$ cat src/rtl/decimal_to_bcd_encoder.sv
// decimal_to_bcd_encoder
// Turns 10 one-hot decimal key lines into one debounced BCD digit per
// keypress. The digit is presented on a valid/ready handshake and feeds the
// BCD bus of the downstream BCD-to-decimal decoder.
//
// Ports:
//   clk        system clock, rising edge
//   rst        synchronous active-high reset
//   key[9:0]   decimal key lines, bit n = digit n pressed (asynchronous)
//   bcd[3:0]   encoded digit 0..9, holds its last value after transfer
//   bcd_valid  bcd holds an accepted digit
//   bcd_ready  consumer takes bcd when high together with bcd_valid
//   busy       FSM is not in IDLE
//   key_err    one-cycle pulse on a rejected multi-key press
//
// Optional feature: define BCD_MULTIKEY_ERR_EN to reject presses with more
// than one key down (key_err pulse, no digit). Without it key_err is 0 and
// the highest pressed digit wins.
module decimal_to_bcd_encoder #(
   parameter int unsigned DEBOUNCE_CYCLES = 4,
   parameter int unsigned SYNC_STAGES     = 2
) (
   input  logic       clk,
   input  logic       rst,
   input  logic [9:0] key,
   output logic [3:0] bcd,
   output logic       bcd_valid,
   input  logic       bcd_ready,
   output logic       busy,
   output logic       key_err
);

   localparam int unsigned CNT_W = $clog2(DEBOUNCE_CYCLES) + 1;
   localparam logic [CNT_W-1:0] CNT_LAST = CNT_W'(DEBOUNCE_CYCLES - 1);

   typedef enum logic [1:0] {
      IDLE,
      DEBOUNCE,
      EMIT,
      WAIT_RELEASE
   } state_t;

   state_t           state;
   logic [CNT_W-1:0] cnt;
   logic [9:0]       snap;
   logic [9:0]       sync_q [SYNC_STAGES];
   logic [9:0]       key_s;

   // Highest set index wins, so the result is always 0..9.
   function automatic logic [3:0] encode(input logic [9:0] v);
      logic [3:0] e;
      e = 4'd0;
      for (int i = 0; i < 10; i++) begin
         if (v[i]) e = 4'(i);
      end
      return e;
   endfunction

   // Synchroniser chain on every key line.
   always_ff @(posedge clk) begin
      if (rst) begin
         for (int i = 0; i < int'(SYNC_STAGES); i++) sync_q[i] <= 10'd0;
      end else begin
         sync_q[0] <= key;
         for (int i = 1; i < int'(SYNC_STAGES); i++) sync_q[i] <= sync_q[i-1];
      end
   end

   assign key_s = sync_q[SYNC_STAGES-1];

   // Press/debounce/emit/release FSM. busy is updated alongside every state
   // change so it always mirrors the state actually held.
   always_ff @(posedge clk) begin
      if (rst) begin
         state     <= IDLE;
         cnt       <= '0;
         snap      <= 10'd0;
         bcd       <= 4'd0;
         bcd_valid <= 1'b0;
         busy      <= 1'b0;
`ifdef BCD_MULTIKEY_ERR_EN
         key_err   <= 1'b0;
`endif
      end else begin
`ifdef BCD_MULTIKEY_ERR_EN
         key_err <= 1'b0;
`endif
         case (state)
            IDLE: begin
               if (key_s != 10'd0) begin
                  snap  <= key_s;
                  cnt   <= '0;
                  state <= DEBOUNCE;
                  busy  <= 1'b1;
               end
            end
            DEBOUNCE: begin
               if (key_s != snap) begin
                  cnt   <= '0;
                  state <= IDLE;
                  busy  <= 1'b0;
               end else if (cnt == CNT_LAST) begin
`ifdef BCD_MULTIKEY_ERR_EN
                  if ($countones(snap) > 1) begin
                     key_err <= 1'b1;
                     cnt     <= '0;
                     state   <= WAIT_RELEASE;
                  end else begin
                     bcd       <= encode(snap);
                     bcd_valid <= 1'b1;
                     state     <= EMIT;
                  end
`else
                  bcd       <= encode(snap);
                  bcd_valid <= 1'b1;
                  state     <= EMIT;
`endif
               end else begin
                  cnt <= cnt + CNT_W'(1);
               end
            end
            EMIT: begin
               // Digit is committed: key activity here is ignored.
               if (bcd_valid && bcd_ready) begin
                  bcd_valid <= 1'b0;
                  cnt       <= '0;
                  state     <= WAIT_RELEASE;
               end
            end
            WAIT_RELEASE: begin
               if (key_s != 10'd0) begin
                  cnt <= '0;
               end else if (cnt == CNT_LAST) begin
                  cnt   <= '0;
                  state <= IDLE;
                  busy  <= 1'b0;
               end else begin
                  cnt <= cnt + CNT_W'(1);
               end
            end
            default: begin
               state <= IDLE;
               busy  <= 1'b0;
            end
         endcase
      end
   end

`ifndef BCD_MULTIKEY_ERR_EN
   assign key_err = 1'b0;
`endif

endmodule

$ cat config.mk
export PLATFORM = sky130hd
export DESIGN_NAME = decimal_to_bcd_encoder
export DESIGN_NICKNAME = d
export VERILOG_FILES = /design/src/rtl/decimal_to_bcd_encoder.sv
export SDC_FILE = /design/constraint.sdc
export NUM_CORES = 1
export LEC_CHECK = 0
export ABC_AREA = 1
export CAP_MARGIN = 20
export CORE_UTILIZATION = 50
export CTS_CLUSTER_DIAMETER = 80
export CTS_CLUSTER_SIZE = 8
export DETAILED_ROUTE_END_ITERATION = 7
export PLACE_DENSITY = 0.81
export SKIP_LAST_GASP = 1
export SLEW_MARGIN = 20
export SYNTH_ARGS = -nofsm -noshare
export SYNTH_HDL_FRONTEND = slang
export SYNTH_SLANG_ARGS = --single-unit
$ cat constraint.sdc
create_clock -name clk -period 1.4 [get_ports clk]
set_input_delay 0.28 -clock clk [delete_from_list [all_inputs] [get_ports clk]]
set_output_delay 0.28 -clock clk [all_outputs]
set_load 0.05 [all_outputs]
## After elaboration in Yosys (flattened, before gate mapping)

Memories as Yosys holds them, arrays and structs flattened.
Cells that the tools add are included.

| word-level totals | value |
|---|---|
| register bits | 21 |
| memories | 1 |
| output and inout port bits | 7 |
| word-level logic and storage cells | 73 |
| bits in writable memories | 20 |

Memory list:

| memory | depth | bits a word | rd ports | clocked after memory_dff | write ports | RTL line | RTL |
|---|---|---|---|---|---|---|---|
| sync_q | 2 | 10 | 2 | 0 | 2 | 46 | `logic [9:0] sync_q [SYNC_STAGES];` |

| cells by class | value |
|---|---|
| equality and inequality tests | 14 |
| muxes and demuxes | 37 |
| add/subtract/negate cells | 1 |
| bitwise logic cells | 3 |
| reductions and logical operators | 11 |

Operator list:

| operator | count |
|---|---|
| 2-to-1 mux 4 bit | 8 |
| 2-to-1 mux 10 bit | 2 |
| 2-to-1 mux 3 bit | 6 |
| != test 2 bit (second input constant) | 7 |
| 2-to-1 mux 2 bit | 6 |
| one-hot mux 3 bit (4 select lines) | 1 |
| 2-to-1 mux 1 bit | 11 |
| != test 10 bit | 1 |
| AND reduction 5 bit | 2 |
| nonzero test 10 bit | 1 |
| one-hot mux 2 bit (4 select lines) | 1 |
| != test 3 bit (second input constant) | 2 |
| AND reduction 3 bit | 2 |
| equality test 2 bit (second input constant) | 2 |
| AND reduction 4 bit | 1 |
| adder 3 x 1 -> 3 bit (second input constant) | 1 |
| equality test 3 x 2 -> 1 bit (second input constant) | 1 |
| one-hot mux 1 bit (3 select lines) | 1 |
| nonzero test 3 bit | 1 |
| equality test 2 x 1 -> 1 bit (second input constant) | 1 |
| zero test 2 bit | 1 |
| bitwise OR 1 bit | 2 |
| one-hot mux 1 bit (2 select lines) | 1 |
| AND reduction 2 bit | 1 |
| other kinds (3) | 3 |

## Depth between registers and ports, before layout

| logic depth | value |
|---|---|
| depth after elaboration | 9 |
| gate-level depth with buffers | 12 |

## Worst setup path after synthesis

Ideal clock, no wire load.

| path | value |
|---|---|
| path type | flip-flop to flip-flop |
| from | reg cnt[0] |
| to | reg with a tool-made name |
| path buffers | 0 |
| cell stages (with the launch flop) | 8 |
| arrival time | 1190 ps |
| slack | 73 ps |
| cell sequence | dfxtp_1 ha_1 ha_1 nand3_1 a21oi_1 nand3_1 nand2_1 a21oi_1 |

RTL lines:

| item | RTL line | RTL |
|---|---|---|
| start, declared | 44 | `logic [CNT_W-1:0] cnt;` |
| start signal, assigned | 119 | `cnt <= cnt + CNT_W'(1);` |
| start signal, assigned | 138 | `cnt <= cnt + CNT_W'(1);` |

==> results.json <==
{
  "diodes": 0,
  "timing.clock.skew_ns": 0.00242,
  "cp-end-kind": "flip-flop",
  "clockBufferDepth": 2,
  "syn2layout_area_growth_pct": 36.5,
  "die_w_um": 63.4,
  "drive_gt1_frac": 0.360,
  "cts_tree": "built",
  "irDropWorstVdd_v": 0.000875,
  "track_usage": 0.218,
  "hold_violations": 0,
  "grt_pass1_vias": 1639,
  "h-tree-depth": 2,
  "max_cap_viol_count": 0,
  "wl_per_cell_um": 11.7,
  "synth_area_leaders": "dfxtp_1, nand2_1, inv_1, nor2_1, a21oi_1",
  "num_rows": 21,
  "postSynthAreaPerCell_sq_um": 6.85,
  "synth_cell_types": 24,
  "syn_nets": 291,
  "fmax_mhz": 673,
  "nFillCells": 271,
  "slew-limit-headroom": 0.655,
  "vias": 1747,
  "layout_setup_ws_ns": -0.0863,
  "synth_seq_area_share": 0.436,
  "syn_area_sq_um": 1880,
  "ant_nets": 0,
  "io_pins": 20,
  "grt_pass1_wl_mm": 6.71,
  "antenna_found_initial": 0,
  "clk_pin_slew_ns": 0.08,
  "clock_latency_ns": 0.29,
  "postCtsHoldBufs": 0,
  "violations": "setup timing",
  "place_inst": 349,
  "setup_viol": 6,
  "finalCritPeriodShare": 1.06,
  "critPathTopFamily": "simple AND/OR/NAND/NOR gates",
  "synth_top_area_share": 0.436,
  "drt_pre_antenna_iters": 4,
  "hpwl_mm": 2.78,
  "final_max_slew_viol_count": 0,
  "period_needed_ns": 1.49,
  "gr-total-overflow": 0,
  "cp.arrival_ns": 1.72,
  "fin_total_pwr_mw": 3.04,
  "die_area_sq_um": 4020,
  "coreArea_sq_um": 3470,
  "synthCells": 275,
  "worst_pin_slew_ns": 0.518,
  "nets": 326,
  "drc": 0,
  "post-place-ws_ns": -0.0805,
  "yosys.area.top_type": "dfxtp_1",
  "status": "finished, violations left",
  "cpMaxStageDelayCell": "dfxtp_4",
  "cts_buffers": 5,
  "hold_path.class": "flip-flop to flip-flop",
  "cts.root.buffer_cell": "clkbuf_8",
  "start_util": 0.543,
  "grt_max_degree": 28,
  "cpPeakStageDelay_ns": 0.38,
  "place_area_sq_um": 2290,
  "rsz0062_at_grt": "yes",
  "portBuffers": 18,
  "cp_common_cell": "nand2_1",
  "startpoint_type": "flip-flop",
  "synth_seq_cells": 41,
  "drt_wl_total_mm": 4.19,
  "routabilityCongestion": 0.822,
  "chipHeight_um": 63.4,
  "fin_area_sq_um": 2570,
  "post-cts-setup-buffer-count": 0,
  "p_per_area_nw_per_um2": 1180,
  "drt_iter0_drc": 100,
  "setup-tns-final_ns": -0.323,
  "critPathBufInv": 2,
  "crit_chain": "inv_4, nand2_2, nand2_2, nor2_1, nand2_1, nor2_4, buf_6, nand4_1, nand2_1, nand2_1, a21oi_2",
  "p_leak_nw": 1.17,
  "clock_sinks": 41,
  "cp_max_fo": 3,
  "final_cell_count_no_fill": 357,
  "cp.required_ns": 1.64,
  "criticalPathCategory": "flip-flop to flip-flop",
  "synth_warnings": 0,
  "viasPerCell": 4.89
}
power breakdown:
group / leakage [nW] / switching, mW / internal [mW]
sequential: 0.346 / 0.0691 / 1.25
clock: 0.0574 / 0.408 / 0.579
combinational: 0.766 / 0.410 / 0.322
total: 1.17 / 0.887 / 2.15
synthesized netlist by cell type (all sizes together):
library cell and number:
ha 3, o21ai 15, and2 1, xnor2 1, conb 1, nand2 61
clkinv 1, buf 3, clkbuf 3, nor2 49, o21bai 1, dfxtp 41
a21oi 18, inv 56, nand3 13, nand4 8
through the flow:
step	hold WS, ns	util
finish	0.395	0.741
global route	0.404	0.741
CTS	0.403	0.700
detailed placement	0.392	0.662
global placement	0.389	0.662
floorplan	0.387	-
path summary, 6_finish.rpt:
kind                         endpoint  slack, ns  depth (start not counted)                startpoint
max               cnt[2]$_SDFFE_PP0P_      -0.09                         11  sync_q[0][18]$_SDFF_PP0_
min          sync_q[0][14]$_SDFF_PP0_       0.40                          2   sync_q[0][4]$_SDFF_PP0_
max reg2reg       cnt[2]$_SDFFE_PP0P_      -0.09                         11  sync_q[0][18]$_SDFF_PP0_
min reg2reg  sync_q[0][14]$_SDFF_PP0_       0.40                          2   sync_q[0][4]$_SDFF_PP0_
metal layers:
metal,GRT usage,vias to the layer above,share of wire
li1,-,907,-
met1,0.236,787,0.41
met2,0.374,41,0.51
met3,0.0634,12,0.049
met4,0.128,0,0.029
met5,0,-,0
cell families after synthesis:
kind of cell             Yosys count  synth area share
flip-flops                        41             0.436
AO/OA/AOI/OAI                     34            0.0977
adder cells (fa/ha/maj)            3            0.0199
buffers and inverters             63             0.130
XOR/XNOR                           1           0.00465
AND/OR/NAND/NOR                  132             0.310
other                              1           0.00199
worst min-delay path, stage by stage (launching register included):
cell	delay (ns)
dfxtp_1	0.30
inv_1	0.04
nor2_1	0.03
flip-flops by register name, indices dropped and copies added (netlist names), named ones only:
name,cells
state,1
cnt,3
sync_q,20
busy,1
snap,10
bcd_valid,1
bcd,4
cell type report:
| type | count | area [sq um] | area share |
|---|---|---|---|
| Tap cell | 46 | 57.6 | 0.0224 |
| Multi-Input combinational cell | 171 | 931 | 0.362 |
| Clock buffer | 6 | 82.6 | 0.0321 |
| Sequential cell | 41 | 855 | 0.332 |
| Inverter | 57 | 219 | 0.0852 |
| Timing Repair Buffer | 34 | 389 | 0.151 |
| Clock inverter | 2 | 37.5 | 0.0146 |
repair_timing:
action | CTS | global route
pin swaps | 0 | 22
hold endpoints to repair | 0 | 0
endpoints found under the setup margin | 10 | 21
gates resized for setup | 7 | 75
cells in the final DEF (no fill, tap or decap), types with 2 or more instances in the layout:
cell type         n
buf_12            8
dfxtp_4           4
nand2_2          19
inv_1            41
a21oi_1          13
nand4_1           8
a21oi_2           5
nor2_2            7
dfxtp_2          15
clkbuf_8          6
nor2_4            4
inv_4             2
nor2_1           38
buf_4            13
nand3_2           4
nand3_1           9
inv_2            14
nand2_1          41
clkdlybuf4s50_1  12
o21ai_2           4
o21ai_1           6
o21ai_0           5
dfxtp_1          22
No activity file was read; power rests on OpenSTA's default activity.
